<file path="src/rtl/cla_serial_subtractor.sv">
// Nibble-serial A - B - BIN using a 4-bit borrow-lookahead slice; result after NIB busy cycles.
// One operation in flight; result held in DONE until out_ready, inputs ignored meanwhile.
module cla_serial_subtractor #(
  parameter int WIDTH = 16
) (
  input  logic             clk,
  input  logic             rst,
  input  logic             in_valid,
  output logic             in_ready,
  input  logic [WIDTH-1:0] a,
  input  logic [WIDTH-1:0] b,
  input  logic             bin,
  output logic             out_valid,
  input  logic             out_ready,
  output logic [WIDTH-1:0] diff,
  output logic             bout,
  output logic             ovf
);

  localparam int NIB = WIDTH / 4;
  localparam int IW  = (NIB > 1) ? $clog2(NIB) : 1;
  localparam logic [IW-1:0] LAST = IW'(NIB - 1);

  typedef enum logic [1:0] {IDLE, BUSY, DONE} state_t;

  state_t              r_state;
  logic [NIB-1:0][3:0] r_a;
  logic [NIB-1:0][3:0] r_b;
  logic [NIB-1:0][3:0] r_diff;
  logic [IW-1:0]       r_idx;
  logic                r_borrow;
  logic                r_in_ready;
  logic                r_out_valid;
  logic                r_bout;
  logic                r_ovf;

  logic [3:0] w_as, w_bs, w_g, w_p, w_c, w_sum;
  logic       w_c4;
  logic       w_ovf;

  // Subtraction as A + ~B + carry, where carry-in is the inverted borrow.
  always_comb begin
    w_as  = r_a[r_idx];
    w_bs  = r_b[r_idx];
    w_g   = w_as & ~w_bs;
    w_p   = w_as ^ ~w_bs;
    w_c[0] = ~r_borrow;
    w_c[1] = w_g[0] | (w_p[0] & w_c[0]);
    w_c[2] = w_g[1] | (w_p[1] & w_g[0]) | (w_p[1] & w_p[0] & w_c[0]);
    w_c[3] = w_g[2] | (w_p[2] & w_g[1]) | (w_p[2] & w_p[1] & w_g[0])
           | (w_p[2] & w_p[1] & w_p[0] & w_c[0]);
    w_c4  = w_g[3] | (w_p[3] & w_c[3]);
    w_sum = w_p ^ w_c;
    w_ovf = (r_a[NIB-1][3] != r_b[NIB-1][3]) && (w_sum[3] != r_a[NIB-1][3]);
  end

  always_ff @(posedge clk) begin
    if (rst) begin
      r_state     <= IDLE;
      r_a         <= '0;
      r_b         <= '0;
      r_diff      <= '0;
      r_idx       <= '0;
      r_borrow    <= 1'b0;
      r_in_ready  <= 1'b1;
      r_out_valid <= 1'b0;
      r_bout      <= 1'b0;
      r_ovf       <= 1'b0;
    end else begin
      case (r_state)
        IDLE: begin
          if (in_valid && r_in_ready) begin
            r_a        <= a;
            r_b        <= b;
            r_borrow   <= bin;
            r_idx      <= '0;
            r_in_ready <= 1'b0;
            r_state    <= BUSY;
          end
        end
        BUSY: begin
          r_diff[r_idx] <= w_sum;
          r_borrow      <= ~w_c4;
          r_idx         <= r_idx + 1'b1;
          if (r_idx == LAST) begin
            r_idx       <= '0;
            r_bout      <= ~w_c4;
            r_ovf       <= w_ovf;
            r_out_valid <= 1'b1;
            r_state     <= DONE;
          end
        end
        DONE: begin
          if (out_ready) begin
            r_out_valid <= 1'b0;
            r_in_ready  <= 1'b1;
            r_state     <= IDLE;
          end
        end
        default: r_state <= IDLE;
      endcase
    end
  end

  assign in_ready  = r_in_ready;
  assign out_valid = r_out_valid;
  assign diff      = r_diff;
  assign bout      = r_bout;
  assign ovf       = r_ovf;

endmodule
</file>
<file path="config.mk">
export PLATFORM = sky130hd
export DESIGN_NAME = cla_serial_subtractor
export DESIGN_NICKNAME = d
export VERILOG_FILES = /design/src/rtl/cla_serial_subtractor.sv
export SDC_FILE = /design/constraint.sdc
export NUM_CORES = 1
export LEC_CHECK = 0
export BUFFER_PORTS_ARGS = -buffer_cell sky130_fd_sc_hd__buf_2
export CAP_MARGIN = 20
export CORE_MARGIN = 8
export CORE_UTILIZATION = 48
export DETAILED_ROUTE_END_ITERATION = 8
export HOLD_SLACK_MARGIN = 0.05
export PLACE_DENSITY = 0.75
export SYNTH_ARGS = -nofsm -noshare
export SYNTH_HDL_FRONTEND = slang
export SYNTH_SLANG_ARGS = --single-unit
</file>
<file path="constraint.sdc">
create_clock -name clk -period 2.9 [get_ports clk]
set_input_delay 0.58 -clock clk [delete_from_list [all_inputs] [get_ports clk]]
set_output_delay 0.58 -clock clk [all_outputs]
set_load 0.1 [all_outputs]
</file>
# Word level (Yosys, flattened, before mapping)

Cells that the tools add are included.
W data, S select, Z words.

Bits in registers: 57
Bits of input ports: 37
Output and inout port bits: 20

Add/subtract/negate cells: 1
Magnitude comparators: 2
Equal/unequal tests: 8
Mux-type cells: 22
Bitwise logic cells: 23
Reduce and logical (&&, ||, !) cells: 13

Operator list:

| cell                  | count |
|---|---|
| $bmux W4 S2           | 2 |
| $bwmux W16            | 1 |
| $mux W4               | 3 |
| $and A1 B1 Y1         | 10 |
| $mux W2               | 5 |
| $reduce_and A3 Y1     | 3 |
| $demux W4 S2          | 1 |
| $xor A4 B4 Y4         | 2 |
| $or A1 B1 Y1          | 7 |
| $ne A2 B2 Y1 const B  | 3 |
| $pmux W1 S2           | 3 |
| $pmux W2 S3           | 1 |
| $reduce_and A2 Y1     | 3 |
| $reduce_bool A2 Y1    | 3 |
| $mux W1               | 5 |
| $and A4 B4 Y4         | 1 |
| $eq A2 B2 Y1 const B  | 2 |
| $not A4 Y4            | 1 |
| $pmux W2 S2           | 1 |
| $logic_and A1 B1 Y1   | 3 |
| $lt A2 B3 Y1 const B  | 1 |
| $add A2 B1 Y2 const B | 1 |
| $eq A2 B1 Y1 const B  | 1 |
| $ge A2 B1 Y1 const B  | 1 |
| other kinds (3)       | 5 |

# Logic depth before layout (Yosys ltp)

Gate-level depths: netlist of the first run.

Depth after elaboration: 12
Mapped depth: 10
Gate-level depth less buffers: 9

# Least setup slack after synthesis of the first run

Ideal clock, no wire load.

Path type: reg-to-reg
Start point: register r_idx[0]
End point: register r_ovf, in the netlist ovf
Setup time: 0.088 ns
Data arrival time: 3.077 ns
Required time: 2.812 ns
Setup slack: -0.265 ns
Cell stages (with the launch flop): 10
Buffers on the path: 1
Cells stage by stage: dfxtp_1 buf_6 mux4_2 ha_1 a21oi_1 nand2_1 a21oi_1 fa_1 or3b_1 a311oi_2

Longest elaborated chain between the ends: 11
Elaborated cells between the ends (all ways): 20
Classes of those cells: 2 x eq/ne; 4 x mux; 12 x bitwise; 2 x reduce/logical

RTL lines:

| item                                           | RTL line | text |
|---|---|---|
| from (decl)                                    | 30       | `logic [IW-1:0] r_idx;` |
| from (signal assigned)                         | 84       | `r_idx <= r_idx + 1'b1;` |
| $bmux W4 S2                                    | 44       | `w_bs = r_b[r_idx];` |
| $mux W4 (not written as such)                  | 44       |  |
| $not A4 Y4                                     | 45, 46   |  |
| $xor A4 B4 Y4 or $and A4 B4 Y4 (tied branches) | 46, 45   |  |
| $and A1 B1 Y1, on equally long branches        | 50, 51   |  |
| $or A1 B1 Y1 (tied with other cells)           | 50       | `w_c[3] = w_g[2] \| (w_p[2] & w_g[1]) \| (w_p[2] & w_p[1] & w_g[0])` |
| $or A1 B1 Y1 or $and A1 B1 Y1 (tied branches)  | 50, 51   |  |
| $or A1 B1 Y1                                   | 51       | `\| (w_p[2] & w_p[1] & w_p[0] & w_c[0]);` |
| $xor A4 B4 Y4                                  | 53       | `w_sum = w_p ^ w_c;` |
| $ne A1 B1 Y1                                   | 54       | `w_ovf = (r_a[NIB-1][3] != r_b[NIB-1][3]) && (w_sum[3] != r_a[NIB-1][3]);` |
| $logic_and A1 B1 Y1                            | 54       |  |
| to (signal assigned)                           | 88       | `r_ovf <= w_ovf;` |
| to (decl)                                      | 35       | `logic r_ovf;` |

Several ways; a longest one is shown, not always the timed one. The select of a mux whose other input is x is not followed.
A chain may end at the register's enable or synchronous reset.

# Worst setup path in the final report of the first run

Same ends and word-level chain as after synthesis.

==> results of run 1 <==
-- area by class of cell --
type	count	area (um^2)
multi-input cells	197	1295
flip-flops and latches	57	1145
clock inverters	3	40.04
fillers	478	2058
clock buffers	12	155.1
inverters	7	26.28
repair buffers	63	332.8
well taps	70	87.58
-- cell usage after synthesis, types with 4 or more instances --
| library cell | n |
|---|---|
| a211oi_1 | 6 |
| a21oi_1 | 39 |
| buf_2 | 7 |
| buf_4 | 7 |
| dfxtp_1 | 57 |
| ha_1 | 7 |
| inv_1 | 7 |
| mux2i_1 | 5 |
| mux4_2 | 8 |
| nand2_1 | 70 |
| nand2b_1 | 7 |
| nand4_1 | 4 |
| nor2_1 | 18 |
-- routing by layer --
layer  up-vias  routed length (um)  global-route usage [%]
met2        61                2618                   24.04
li1       1067                   -                       -
met4         0                 118                   9.215
met1       999                2718                   19.23
met5         -                   0                       0
met3        15                 373                   4.596
-- cell usage in the layout, fill, tap and decap left out, types with 2 or more instances in the layout --
cell type	count
a211oi_1	6
a211oi_2	2
a21oi_1	37
and3b_1	3
buf_2	56
buf_4	7
clkbuf_8	11
clkinv_2	2
dfxtp_1	56
fa_1	2
ha_1	6
inv_1	6
mux2i_1	5
mux4_2	8
nand2_1	70
nand2b_1	7
nand3_1	2
nand3b_1	2
nand4_1	4
nor2_1	18
nor2_2	2
nor2b_1	2
o221ai_1	3
-- kinds of logic (layout without fill, tap and decap cells) --
group	after synthesis	after routing
simple gates	117	117
fa+ha+maj	9	9
buf+inv	29	85
compound gates	57	57
mux	13	13
flops	57	57
xor+xnor	1	1
-- critical path: stages (launching register included) --
cell and delay, ps:
dfxtp_4 420, mux4_2 550, inv_1 80, ha_1 220
nand3b_1 110, nand2_1 80, a21oi_2 150, fa_1 450
or3b_1 400, a311oi_2 200
-- worst min-delay path by stage --
stage                                end  slack (ps)  cells past startpoint
CTS                  r_a[2]$_SDFFE_PP0P_         460                      2
finish              r_b[13]$_SDFFE_PP0P_         450                      2
floorplan           r_a[10]$_SDFFE_PP0P_         430                      2
global placement     r_b[3]$_SDFFE_PP0P_         440                      2
detailed placement   r_a[2]$_SDFFE_PP0P_         450                      2
global route         r_a[3]$_SDFFE_PP0P_         470                      2
-- registers in the layout, indices dropped and copies added (netlist names) --
register and cells:
r_a 16, r_borrow 1, in_ready 1, r_b 16
r_idx 2, out_valid 1, bout 1, r_state 2
diff 16, ovf 1
-- repair_timing --
item                                    4_1_cts  5_1_grt
endpoints found under the hold margin         0        0
hold buffers                                  0        0
gates resized for setup                       0        1
endpoints found under the setup margin        0        1
-- power breakdown --
part	total, mW	internal [mW]	leakage, nW	switching [mW]
sequential	0.861	0.828	0.465	0.0329
combinational	0.390	0.145	0.666	0.245
clock	0.725	0.436	0.102	0.289
total	1.98	1.41	1.23	0.567
-- metrics by stage --
| stage | hold WS (ps) | power [mW] | instances |
|---|---|---|---|
| 4_1_cts | 456.2 | 1.990 | 409 |
| 6_report | 454.1 | 1.975 | 409 |
| 3_5_place_dp | 447.9 | 1.269 | 394 |
| 2_1_floorplan | 433.1 | 1.168 | 283 |
| 5_1_grt | 472.4 | 2.069 | 409 |
| 3_3_place_gp | 443.3 | 1.255 | 394 |
==> results.sh, run 1 <==
export IMPL_status="completed"
export IMPL_hold_viol=0
export IMPL_drtIter0Drc=88
export IMPL_crit_fanout=7
export IMPL_clkSinkCount=57
export IMPL_ir_drop_mv=0.3717
export IMPL_fp_coreArea_mm2=0.005140
export IMPL_setup_tns_ps=0
export IMPL_synth_top_cell_by_area="dfxtp_1"
export IMPL_dp_hpwl_um=4274
export IMPL_rows=26
export IMPL_reg2reg_depth=9
export IMPL_first_pass_iters=4
export IMPL_reg2reg_to="ovf$_SDFFE_PP0P_"
export IMPL_vias=2142
export IMPL_path_clk_slew_ps=60
export IMPL_die_area_mm2=0.007986
export IMPL_path_class="flip-flop to flip-flop"
export IMPL_drive_gt1_share_pct=29.20
export IMPL_drc=0
export IMPL_clock_latency_ps=330
export IMPL_synthAdderAreaFrac_pct=4.939
export IMPL_die_width_um=89.37
export IMPL_grt_usage_pct=15.74
export IMPL_postCtsSetupRepairBufs=0
export IMPL_synth_area_mm2=0.002584
export IMPL_endpoint="ovf$_SDFFE_PP0P_"
export IMPL_wl_per_cell_um=14.25
export IMPL_layout_nets=381
export IMPL_critPathLaunch="r_idx[0]$_SDFFE_PP0P_"
export IMPL_start_util_pct=50.27
export IMPL_yosysUniqueCellTypes=40
export IMPL_synthXorXnorAreaFrac_pct=0.3390
export IMPL_placed_cell_area_mm2=0.002884
export IMPL_synth_mux_area_share_pct=8.910
export IMPL_max_freq_mhz=363.8
export IMPL_place_ws_ps=104.8
export IMPL_wirelength_um=5829
export IMPL_setup_viol=0
export IMPL_avgSynthCellArea_um2=9.130
export IMPL_powerDensity_mw_per_mm2=641.0
export IMPL_cts_root_buf="clkbuf_8"
export IMPL_tritoncts="built"
export IMPL_htree_levels=3
export IMPL_drv_cap=0
export IMPL_postLayoutCoreUtil_pct=59.96
export IMPL_synth_compound_area_share_pct=13.90
export IMPL_syn_nets=329
export IMPL_vias_per_cell=5.237
export IMPL_grt_overflow=0
export IMPL_start_kind="flip-flop"
export IMPL_hold_class="flip-flop to flip-flop"
export IMPL_grt_pass1_vias=2125
export IMPL_period_share_pct=94.78
export IMPL_ff2ff_setup_slack_ps=150
export IMPL_die_h_um=89.37
export IMPL_ys_flop_type="dfxtp_1"
export IMPL_required_ps=3140
export IMPL_place_congestion=0.8195
export IMPL_yosys_area_top_type_share_pct=44.16
export IMPL_skew_ps=6.485
export IMPL_antenna_found_initial=0
export IMPL_design_area_mm2=0.003082
export IMPL_ys_seq_elements=57
export IMPL_tightest_slew_ps=662.6
export IMPL_portBuffers=56
export IMPL_cts_max_path_buffers=2
export IMPL_leakage_nw=1.233
export IMPL_reg2reg_from="r_idx[0]$_SDFFE_PP0P_"
export IMPL_num_antenna_cells=0
export IMPL_ys_warn_count=0
export IMPL_drv_slew=0
export IMPL_syn_inst=283
export IMPL_syn_to_final_growth_pct=19.27
export IMPL_pin_count=57
export IMPL_setup_slack_ps=151.3
export IMPL_synth_area_leaders="dfxtp_1 (44%), nand2_1 (10%), a21oi_1 (7.6%), mux4_2 (7.0%), ha_1 (3.4%)"
export IMPL_cts_inserted_buffers=9
export IMPL_synth_edf_count=0
export IMPL_fin_crit_ps=2749
export IMPL_relSlewSlack_pct=55.83
export IMPL_synth_simple_area_share_pct=20.97
export IMPL_rsz0062_at_grt="no"
export IMPL_cp_end_kind="flip-flop"
export IMPL_grt_max_degree=39
export IMPL_async_flop_share_pct=0
export IMPL_final_antenna_net_count=0
export IMPL_grt_pass1_wl_um=9577
export IMPL_holdCritStartpoint="r_b[13]$_SDFFE_PP0P_"
export IMPL_synth_top_family_by_area="simple AND/OR/NAND/NOR gates"
export IMPL_cp_arrival_ps=2990
export IMPL_yosysSeqAreaShare_pct=44.16
Power figures use the tool's default switching activity.
==> run 2, diff against run 1 <==
--- a/config.mk
+++ b/config.mk
@@ -11,6 +11,7 @@
 export CORE_UTILIZATION = 48
 export DETAILED_ROUTE_END_ITERATION = 8
 export HOLD_SLACK_MARGIN = 0.05
+export MAX_ROUTING_LAYER = met4
 export PLACE_DENSITY = 0.75
 export SYNTH_ARGS = -nofsm -noshare
 export SYNTH_HDL_FRONTEND = slang
==> run 2 against run 1 <==
  * Via count grew 0.28%
  * Fmax up 0.38%
  * Highest routed layer unchanged
  * First-iteration DRC count is 3.4% lower
  * Die area stayed put
  * Critical endpoint unchanged
  * Hold slack worse by 0.92 ps
  * Worst setup slack better by 11 ps
  * Largest power group unchanged
  * Design area unchanged
  * Combinational power about the same
  * Cell count stayed put
  * Count of clock-buffer cells in the layout unchanged
==> results.sh, run 2 (synthesized netlist as in run 1, its figures left out) <==
export IMPL_rsz0062_at_grt="no"
export IMPL_num_antenna_cells=0
export IMPL_wl_per_cell_um=14.34
export IMPL_postCtsSetupRepairBufs=0
export IMPL_skew_ps=6.786
export IMPL_register_area_mm2=0.001145
export IMPL_grt_pass1_vias=2115
export IMPL_start_util_pct=50.27
export IMPL_relSlewSlack_pct=56.17
export IMPL_setup_slack_ps=161.9
export IMPL_start_kind="flip-flop"
export IMPL_tritoncts="built"
export IMPL_dp_hpwl_um=4274
export IMPL_cts_root_buf="clkbuf_8"
export IMPL_drtIter0Drc=85
export IMPL_grt_pass1_wl_um=9604
export IMPL_drv_cap=0
export IMPL_required_ps=3140
export IMPL_place_congestion=0.8317
export IMPL_cp_end_kind="flip-flop"
export IMPL_place_ws_ps=104.8
export IMPL_max_freq_mhz=365.2
export IMPL_hold_ws_ps=453.1
export IMPL_whs_path_depth=2
export IMPL_vias=2148
export IMPL_status="completed"
export IMPL_setup_tns_ps=0
export IMPL_path_class="flip-flop to flip-flop"
export IMPL_ir_drop_mv=0.3720
export IMPL_syn_to_final_growth_pct=19.27
export IMPL_grt_usage_pct=16.19
export IMPL_layout_commonest_cell="nand2_1"
export IMPL_hold_viol=0
export IMPL_clock_latency_ps=330
export IMPL_tightest_slew_ps=657.4
export IMPL_postLayoutCoreUtil_pct=59.96
export IMPL_drc=0
export IMPL_layout_common_cells="nand2_1 (70), dfxtp_1 (56), buf_2 (56), a21oi_1 (37), nor2_1 (18)"
export IMPL_die_area_mm2=0.007986
export IMPL_multi_input_area_mm2=0.001295
export IMPL_hold_class="flip-flop to flip-flop"
export IMPL_vias_per_cell=5.252
export IMPL_period_share_pct=94.42
export IMPL_cts_max_path_buffers=2
export IMPL_clkSinkCount=57
export IMPL_crit_fanout=7
export IMPL_final_instance_count_excl_fill=409
export IMPL_fin_crit_ps=2738
export IMPL_placed_cells=394
export IMPL_reg2reg_depth=9
export IMPL_nFillCells=478
export IMPL_final_antenna_net_count=0
export IMPL_powerDensity_mw_per_mm2=640.2
export IMPL_setup_viol=0
export IMPL_grt_max_degree=39
export IMPL_layout_nets=381
export IMPL_fp_coreArea_mm2=0.005140
export IMPL_leakage_nw=1.233
export IMPL_die_h_um=89.37
export IMPL_drive_gt1_share_pct=29.20
export IMPL_grt_overflow=0
export IMPL_wirelength_um=5865
export IMPL_cts_inserted_buffers=9
export IMPL_rows=26
export IMPL_path_clk_slew_ps=60
export IMPL_htree_levels=3
export IMPL_antenna_found_initial=0
export IMPL_die_width_um=89.37
export IMPL_portBuffers=56
export IMPL_first_pass_iters=4
export IMPL_pin_count=57
export IMPL_cp_arrival_ps=2980
export IMPL_drv_slew=0
run 2: cell counts in the layout (fill, tap and decap cells not counted):
No cell type changed its count.
run 2: layout make-up:
class	instances	share of cell area [%]
inverters	7	0.8526
clock inverters	3	1.299
clock buffers	12	5.035
repair buffers	63	10.80
multi-input cells	197	42.02
flip-flops and latches	57	37.15
well taps	70	2.842
run 2: what timing repair did:
action / 4_1_cts / 5_1_grt
endpoints found under the hold margin: 0 / 0
hold buffers: 0 / 0
setup endpoints to repair: 0 / 1
gates resized for setup: 0 / 1
run 2: worst paths after layout:
kind	end	from	slack, ps
worst min-delay path	r_b[13]$_SDFFE_PP0P_	r_b[13]$_SDFFE_PP0P_	450
worst max register to register	ovf$_SDFFE_PP0P_	r_idx[0]$_SDFFE_PP0P_	160
worst min register to register	r_b[13]$_SDFFE_PP0P_	r_b[13]$_SDFFE_PP0P_	450
worst max-delay path	ovf$_SDFFE_PP0P_	r_idx[0]$_SDFFE_PP0P_	160
run 2: routing by layer:
layer  track usage [%]  share of wire [%]  up-vias
met5                 -                  0        -
met4             9.215                2.1        0
met3             4.228                5.2       13
met2             24.18                 46       60
met1             19.34                 46     1008
li1                  -                  -     1067
run 2: critical path: stages, from the launching register on:
cell and delay, ps:
dfxtp_4 420, mux4_2 550, inv_1 80, ha_1 220, nand3b_1 110, nand2_1 70, a21oi_2 150, fa_1 450
or3b_1 400, a311oi_2 200
run 2: report_power, final:
group / total (mW) / switching (mW) / internal (mW)
registers: 0.861 / 0.0333 / 0.828
logic: 0.389 / 0.244 / 0.144
clock network: 0.723 / 0.287 / 0.436
run 2: stage by stage:
stage          cell area [um^2]  total power, mW
2_1_floorplan              2613            1.168
3_3_place_gp               2884            1.255
3_5_place_dp               2884            1.269
4_1_cts                    3079            1.990
5_1_grt                    3082            2.068
6_report                   3082            1.973
==> run 3, diff against run 2 <==
--- a/config.mk
+++ b/config.mk
@@ -7,7 +7,6 @@
 export LEC_CHECK = 0
 export BUFFER_PORTS_ARGS = -buffer_cell sky130_fd_sc_hd__buf_2
 export CAP_MARGIN = 20
-export CORE_MARGIN = 8
 export CORE_UTILIZATION = 48
 export DETAILED_ROUTE_END_ITERATION = 8
 export HOLD_SLACK_MARGIN = 0.05
==> run 3 against run 2 <==
  * Via count is 3.0% lower
  * Routed wire length decreased by 11%
  * Critical endpoint unchanged
  * Combinational power about the same
  * Cell count increased by 0.49%
==> results.sh, run 3 (synthesized netlist as in run 1, its figures left out) <==
export IMPL_status="completed"
export IMPL_tritoncts="built"
export IMPL_first_pass_iters=4
export IMPL_place_congestion=0.8208
export IMPL_required_ps=3150
export IMPL_clkSinkCount=57
export IMPL_drc=0
export IMPL_reg2reg_depth=9
export IMPL_grt_pass1_wl_um=8362
export IMPL_drtIter0Drc=110
export IMPL_cts_max_path_buffers=2
export IMPL_switching_share_pct=25.91
export IMPL_intPower_mw=1.676
export IMPL_combPwrFrac_pct=17.2
export IMPL_wl_per_cell_um=12.72
export IMPL_vias=2084
export IMPL_dp_hpwl_um=3598
export IMPL_grt_overflow=0
export IMPL_ff2ff_setup_slack_ps=170
export IMPL_period_share_pct=94.05
export IMPL_setup_viol=0
export IMPL_grt_pass1_vias=1867
export IMPL_antenna_found_initial=0
export IMPL_path_clk_slew_ps=60
export IMPL_pin_count=57
export IMPL_whs_path_depth=2
export IMPL_drv_cap=0
export IMPL_holdBufCountCts=0
export IMPL_vias_per_cell=5.071
export IMPL_fin_crit_ps=2727
export IMPL_die_area_mm2=0.005680
export IMPL_setup_tns_ps=0
export IMPL_cts_root_buf="clkbuf_8"
export IMPL_num_antenna_cells=0
export IMPL_rows=26
export IMPL_holdCritStartpoint="r_b[9]$_SDFFE_PP0P_"
export IMPL_register_area_mm2=0.001145
export IMPL_max_freq_mhz=366.6
export IMPL_wirelength_um=5227
export IMPL_slowest_stage="mux4_2"
export IMPL_start_kind="flip-flop"
export IMPL_hold_viol=0
export IMPL_powerDensity_mw_per_mm2=713.3
export IMPL_hold_end="r_b[9]$_SDFFE_PP0P_"
export IMPL_hold_class="flip-flop to flip-flop"
export IMPL_crit_family="adder cells"
export IMPL_die_width_um=75.37
export IMPL_grt_max_degree=40
export IMPL_p_switching_uw=586.1
export IMPL_hold_ws_ps=452.8
export IMPL_htree_levels=3
export IMPL_cp_buffers_inverters=1
export IMPL_nFillCells=455
export IMPL_drv_slew=0
export IMPL_grt_usage_pct=21.08
export IMPL_portBuffers=56
export IMPL_ir_drop_mv=0.3397
export IMPL_clock_latency_ps=340
export IMPL_reg2reg_from="r_idx[0]$_SDFFE_PP0P_"
export IMPL_layout_common_cells="nand2_1 (70), dfxtp_1 (56), buf_2 (56), a21oi_1 (37), nor2_1 (18)"
export IMPL_cp_arrival_ps=2970
export IMPL_multi_input_area_mm2=0.001295
export IMPL_relSlewSlack_pct=52.61
export IMPL_crit_path_cell_trace="mux4_2, inv_2, ha_4, a21oi_4, nand2_1, a21oi_2, fa_1, or3b_1, a311oi_2"
export IMPL_cts_inserted_buffers=9
export IMPL_final_antenna_net_count=0
export IMPL_layout_nets=382
export IMPL_pwr_share_seq_pct=38.0
export IMPL_layout_commonest_cell="nand2_1"
export IMPL_skew_ps=8.859
export IMPL_die_h_um=75.37
export IMPL_crit_fanout=7
export IMPL_tightest_slew_ps=710.8
export IMPL_leakage_nw=1.276
export IMPL_syn_to_final_growth_pct=22.71
export IMPL_fp_coreArea_mm2=0.005140
export IMPL_power_frac_clock_pct=44.8
export IMPL_cp_end_kind="flip-flop"
export IMPL_drive_gt1_share_pct=29.91
export IMPL_slowest_delay_ps=530
export IMPL_start_util_pct=50.27
export IMPL_reg2reg_to="ovf$_SDFFE_PP0P_"
export IMPL_rsz0062_at_grt="no"
export IMPL_path_class="flip-flop to flip-flop"
==> run 3: cell count changes in the layout (fill, tap and decap cells not counted), sizes merged <==
cell / previous run / this run
clkinv: 2 / 1
bufinv: 1 / 4
clkbuf: 12 / 11
buf: 63 / 64
==> run 3: power by group through the flow <==
| stage | Clock [mW] | Combinational, mW | Sequential (mW) |
|---|---|---|---|
| 2_1_floorplan | 0 | 0.233 | 0.935 |
| 5_1_grt | 1.07 | 0.427 | 0.866 |
| 3_3_place_gp | 0 | 0.377 | 0.877 |
| 6_report | 1.01 | 0.389 | 0.859 |
| 4_1_cts | 1.03 | 0.387 | 0.860 |
| 3_5_place_dp | 0 | 0.387 | 0.877 |
==> run 3: area by class of cell <==
class	instances	share of cell area [%]
clock buffer	11	4.775
clock inverter	5	3.946
inverter	7	0.8287
multi-input combinational	197	40.84
sequential	57	36.11
tap	70	2.762
timing repair buffer	64	10.73
==> run 3: how the worst max path moves through the flow <==
stage,startpoint,to,cells past startpoint
2_1_floorplan,r_idx[0]$_SDFFE_PP0P_,ovf$_SDFFE_PP0P_,9
3_3_place_gp,r_idx[0]$_SDFFE_PP0P_,ovf$_SDFFE_PP0P_,9
3_5_place_dp,r_idx[0]$_SDFFE_PP0P_,ovf$_SDFFE_PP0P_,8
5_1_grt,r_idx[0]$_SDFFE_PP0P_,ovf$_SDFFE_PP0P_,8
6_report,r_idx[0]$_SDFFE_PP0P_,ovf$_SDFFE_PP0P_,9
4_1_cts,r_idx[0]$_SDFFE_PP0P_,ovf$_SDFFE_PP0P_,8
==> run 3: metrics by stage <==
step | power (mW) | util, % | area (um^2) | instances | setup slack [ps]
2_1_floorplan | 1.168 | - | 2613 | 283 | 34.14
3_3_place_gp | 1.254 | 56.11 | 2884 | 394 | 185.3
3_5_place_dp | 1.264 | 56.11 | 2884 | 394 | 82.03
4_1_cts | 2.274 | 61.49 | 3161 | 410 | 68.05
5_1_grt | 2.358 | 61.68 | 3171 | 411 | 0.7456
6_report | 2.262 | 61.68 | 3171 | 411 | 172.6
==> run 3: routing by layer <==
metal | track usage, % | part of all wire (%) | vias to the layer above
met3 | 6.349 | 5.1 | 8
met4 | 10.08 | 1.5 | 0
met2 | 29.17 | 44 | 59
met1 | 28.14 | 49 | 943
met5 | - | 0 | -
li1 | - | - | 1074
==> run 3: repair_timing <==
action,in CTS,in global routing
setup buffers,0,1
resized for setup,0,1
endpoints found under the setup margin,0,1
endpoints found under the hold margin,0,0
==> run 3: tightest hold or removal path: stages (launching register included) <==
cell and delay [ps]:
dfxtp_1 310, nand2_1 50, a21oi_1 50
